$ cat src/rtl/riscado_pkg.sv
// Shared types for the ROM arbiter: owner state encoding, grant vector, range helper.
package riscado_pkg;

  localparam int unsigned WORD_W = 32;
  localparam int unsigned IDX_W  = WORD_W - 2;

  typedef enum logic [1:0] {
    OWN_NONE  = 2'd0,
    OWN_FETCH = 2'd1,
    OWN_DATA  = 2'd2
  } owner_e;

  typedef struct packed {
    logic data;
    logic fetch;
  } gnt_t;

  // Word index at or beyond the ROM depth has no backing storage.
  function automatic logic rom_out_of_range(input logic [IDX_W-1:0] idx,
                                            input int unsigned len);
    return {2'b00, idx} >= len;
  endfunction

endpackage

$ cat src/rtl/rom_arb_pick.sv
// Two-request picker: grants a lone requester, otherwise the preferred one.
module rom_arb_pick
  import riscado_pkg::*;
(
  input  logic req_fetch_i,
  input  logic req_data_i,
  input  logic prefer_fetch_i,
  output gnt_t gnt_c_o
);

  always_comb begin
    gnt_c_o = '0;
    if (req_fetch_i && (!req_data_i || prefer_fetch_i)) begin
      gnt_c_o.fetch = 1'b1;
    end else if (req_data_i) begin
      gnt_c_o.data = 1'b1;
    end
  end

endmodule

$ cat src/rtl/rom_arbiter.sv
// Shares one registered-output ROM between a fetch port and a data port.
// Define ROM_ARB_RR_EN for round-robin arbitration; otherwise fixed priority per FETCH_PRIO.
module rom_arbiter
  import riscado_pkg::*;
#(
  parameter int unsigned LEN        = 10000,
  parameter int unsigned FETCH_PRIO = 1
) (
  input  logic              clk,
  input  logic              resetn,
  input  logic              iReq,
  input  logic [WORD_W-1:0] iAddr,
  output logic              iGnt,
  output logic              iValid,
  output logic [WORD_W-1:0] iData,
  output logic              iErr,
  input  logic              dReq,
  input  logic [WORD_W-1:0] dAddr,
  output logic              dGnt,
  output logic              dValid,
  output logic [WORD_W-1:0] dData,
  output logic              dErr,
  output logic              memEnable,
  output logic [WORD_W-1:0] memAddress,
  input  logic [WORD_W-1:0] memDataOut
);

  owner_e            owner_q, owner_d;
  logic              err_q, err_d;
  logic              prefer_fetch;
  gnt_t              pick;
  logic              any_gnt;
  logic [WORD_W-1:0] win_addr;
  logic              win_oor;

`ifdef ROM_ARB_RR_EN
  logic ptr_q, ptr_d;
  logic contended;

  assign contended    = iReq & dReq & resetn;
  assign prefer_fetch = ptr_q;

  // Pointer moves away from the winner only when both ports competed.
  always_comb begin
    ptr_d = ptr_q;
    if (contended) begin
      ptr_d = ~ptr_q;
    end
  end

  always_ff @(posedge clk or negedge resetn) begin
    if (!resetn) begin
      ptr_q <= 1'b1;
    end else begin
      ptr_q <= ptr_d;
    end
  end
`else
  assign prefer_fetch = (FETCH_PRIO != 0);
`endif

  rom_arb_pick u_pick (
    .req_fetch_i    (iReq),
    .req_data_i     (dReq),
    .prefer_fetch_i (prefer_fetch),
    .gnt_c_o        (pick)
  );

  // Grants are suppressed while reset is asserted.
  assign iGnt     = pick.fetch & resetn;
  assign dGnt     = pick.data & resetn;
  assign any_gnt  = iGnt | dGnt;
  assign win_addr = iGnt ? iAddr : dAddr;
  assign win_oor  = rom_out_of_range(win_addr[WORD_W-1:2], LEN);

  always_ff @(posedge clk or negedge resetn) begin
    if (!resetn) begin
      owner_q <= OWN_NONE;
      err_q   <= 1'b0;
    end else begin
      owner_q <= owner_d;
      err_q   <= err_d;
    end
  end

  always_comb begin
    owner_d    = OWN_NONE;
    err_d      = 1'b0;
    memEnable  = 1'b0;
    memAddress = '0;
    if (iGnt) begin
      owner_d = OWN_FETCH;
    end else if (dGnt) begin
      owner_d = OWN_DATA;
    end
    if (any_gnt) begin
      err_d      = win_oor;
      memEnable  = ~win_oor;
      memAddress = win_addr;
    end
  end

  // Responses are decoded from the owner; an out-of-range read returns zero data.
  always_comb begin
    iValid = (owner_q == OWN_FETCH);
    dValid = (owner_q == OWN_DATA);
    iErr   = iValid & err_q;
    dErr   = dValid & err_q;
    iData  = '0;
    dData  = '0;
    if (iValid && !err_q) begin
      iData = memDataOut;
    end
    if (dValid && !err_q) begin
      dData = memDataOut;
    end
  end

  a_one_grant : assert property (@(posedge clk) disable iff (!resetn) !(iGnt && dGnt));
  a_gnt_req   : assert property (@(posedge clk) disable iff (!resetn)
                                 (!iGnt || iReq) && (!dGnt || dReq));

endmodule
$ cat config.mk
export PLATFORM = sky130hd
export DESIGN_NAME = rom_arbiter
export DESIGN_NICKNAME = d
export VERILOG_FILES = /design/src/rtl/riscado_pkg.sv /design/src/rtl/rom_arb_pick.sv /design/src/rtl/rom_arbiter.sv
export SDC_FILE = /design/constraint.sdc
export NUM_CORES = 1
export LEC_CHECK = 0
export ABC_AREA = 1
export CORE_AREA = 2 2 79 81
export DETAILED_ROUTE_END_ITERATION = 6
export DIE_AREA = 0 0 81 83
export GPL_TIMING_DRIVEN = 0
export PLACE_DENSITY = 0.78
export SLEW_MARGIN = 0
export SYNTH_ARGS = -nofsm -noshare
export SYNTH_HDL_FRONTEND = slang
export SYNTH_SLANG_ARGS = --single-unit
$ cat constraint.sdc
create_clock -name clk -period 3.1 [get_ports clk]
set_clock_uncertainty 0.05 [all_clocks]
set_input_delay 0.31 -clock clk [delete_from_list [all_inputs] [get_ports clk]]
set_output_delay 0.31 -clock clk [all_outputs]
set_load 0.02 [all_outputs]
==> reports/qor.txt <==
Synth area leaders: nor2_1 (26%), nand2_1 (25%), a21oi_1 (13%)
gpl congestion: 0.830
share of cells above drive strength 1: 3.49%
FF+latch count, synth: 3
Comb pwr share: 73.9%
Slowest cell on crit path: clkdlybuf4s50_1
n_diodes: 0
Die X: 81 um
WP data arrival: 2.58 ns
CP endpoint kind: output pin
LEAKAGE: 1.59 nW
residual DRC count: 0
clk slew on worst S/H paths: 0.03 ns
Seq pwr share: 7.2%
core outline area: 5820 sq um
DP HPWL: 6.11 mm
first-pass GRT wire length: 10.4 mm
largest net degree at the start of global routing: 12
CTS tree: yes
vias in the first global route: 2318
worst-path maximum fanout: 10
total track usage: 19.2%
via/cell ratio: 4.44
Final #Nets: 588
Starting Density: 20.8%
PD cells: 175 nW/um^2
hold_buf cts: 0
Psw: 230 uW
Die Y: 83 um
Initial DRT Pass Iterations: 4
Mapped Cells: 281
vias after detailed routing: 2497
initial antenna violation count: 0
Setup Viol. Count Final: 0
Period Utilization, post-route: 94.7%
Non-Filler Instances: 562
Slew Viols, Final: 0
most frequent cells in the layout: clkdlybuf4s50_1 (200), nor2_1 (85), nand2_1 (79)
CP peak stage delay: 0.64 ns
outcome: finished clean
commonest non-fill, non-tap cell in the layout: clkdlybuf4s50_1
Routed Antenna Nets: 0
Critical Path Source Type: input pin
final setup margin: 0.163 ns
relative slew slack: 70.8%
1st-iter DRT viols: 101
maximum vdd drop: 118 uV
fillers: 579
Net Count, Synth: 381
CP most frequent cell: clkdlybuf4s50_1
Placed Cells: 558
Tmin final: 2.94 ns
clock power share: 18.8%
worst slack at placement: 0.0532 ns
RSZ-0062 raised after global routing: no
CP required: 2.74 ns
slew at the pin with the worst max-slew slack: 0.439 ns
Top Ports: 203
dominant cell type by area after synthesis: nor2_1
PortBufs: 202
mapped cell area: 1210 sq um
Layout Area Growth over Synthesis: 179%
CTS buffer count: 3
Crit Path Class: input pin to output pin
Sum Neg Setup Slack: 0 ns
clock sinks: 3
post-synth top area share: 26.4%
die area: 6720 sq um
Min-Delay Path Class: input pin to async pin
clk root buf: clkbuf_8
Bufs on Longest Clock Path: 2
Cell Int Power: 362 uW
crit path cell chain: clkdlybuf4s50_1 > clkbuf_4 > nand2_1 > nor2_1 > nor2_2 > buf_2 > a21oi_1 > clkdlybuf4s50_1
H-tree levels: 1
WL per Instance: 12.6 um
Yosys cell types: 13
final hold vios: 0
DRT Wirelength: 7.07 mm
Mean Syn Cell Area: 4.31 sq um
GRT overflow: 0
Ys Warns: 0
f_max: 340 MHz
Seq/Total Area, Yosys: 6.20%
Power Total: 593 uW
max_cap viols: 0
switch share: 38.9%
std cell rows: 28
[worst paths after layout]
check / from / cells past startpoint / slack [ns] / endpoint
min in group clk: dReq / 3 / 0.63 / owner_q[1]$_DFF_PN0_
min: resetn / 1 / 0.29 / err_q$_DFF_PN0_
max: resetn / 8 / 0.16 / memAddress[2]
max in group asynchronous: resetn / 1 / 2.49 / owner_q[1]$_DFF_PN0_
[synth_stat cells, drive strengths merged]
library cell / n
a21oi: 31
buf: 11
clkbuf: 6
dfrtp: 3
inv: 39
nand2: 80
nand3: 23
nor2: 86
nor3: 2
[power groups by stage]
stage | sequential [mW] | combinational [mW] | clock, mW
detailed placement | 0.0431 | 0.438 | 0
CTS | 0.0427 | 0.440 | 0.114
global route | 0.0431 | 0.470 | 0.117
finish | 0.0427 | 0.438 | 0.112
floorplan | 0.0429 | 0.183 | 0
global placement | 0.0430 | 0.435 | 0
[layer usage]
metal  part of all wire, %  vias up  GRT usage (%)
li1                      -     1260              -
met4                   1.7        0           4.62
met3                    11       10           4.67
met5                     0        -              0
met2                    52      145           38.9
met1                    35     1082           18.6
[timing repair]
| item | in CTS | in global routing |
|---|---|---|
| gates resized for setup | 0 | 3 |
| buffers inserted | 0 | 0 |
| endpoints found under the setup margin | 0 | 18 |
[layout make-up]
cell class	instances	area [sq um]	share of cell area, %
clock buffer	4	45.0	1.33
sequential	3	75.1	2.22
timing repair buffer	202	2030	60.0
inverter	39	146	4.33
buffer	17	82.6	2.44
multi-input combinational	222	908	26.9
tap	75	93.8	2.78
[per-stage QoR]
step	area (sq um)	hold WS (ns)	utilization [%]
5_1_grt	3380	0.302	58.1
6_report	3380	0.293	58.1
3_5_place_dp	3330	0.513	57.2
3_3_place_gp	3330	0.496	57.2
2_1_floorplan	1210	-0.0356	-
4_1_cts	3370	0.288	58.0
[state kept, by name, indices dropped and copies added, names as in the netlist]
register	flops
owner_q	2
err_q	1
[kinds of logic (layout without fill, tap and decap cells)]
family | count (synthesis) | in the layout | share of synthesized area, %
DFF | 3 | 3 | 6.20
and+or+nand+nor | 191 | 191 | 62.3
AOI/OAI and AO/OA | 31 | 31 | 12.8
buffers and inverters | 56 | 262 | 18.7
[critical path, delay by kind of cell]
kind	cells	cell delay, ns
AND/OR/NAND/NOR	3	0.35
buffers and inverters	4	1.74
AO/OA/AOI/OAI	1	0.17
Power figures use the tool's default switching activity.
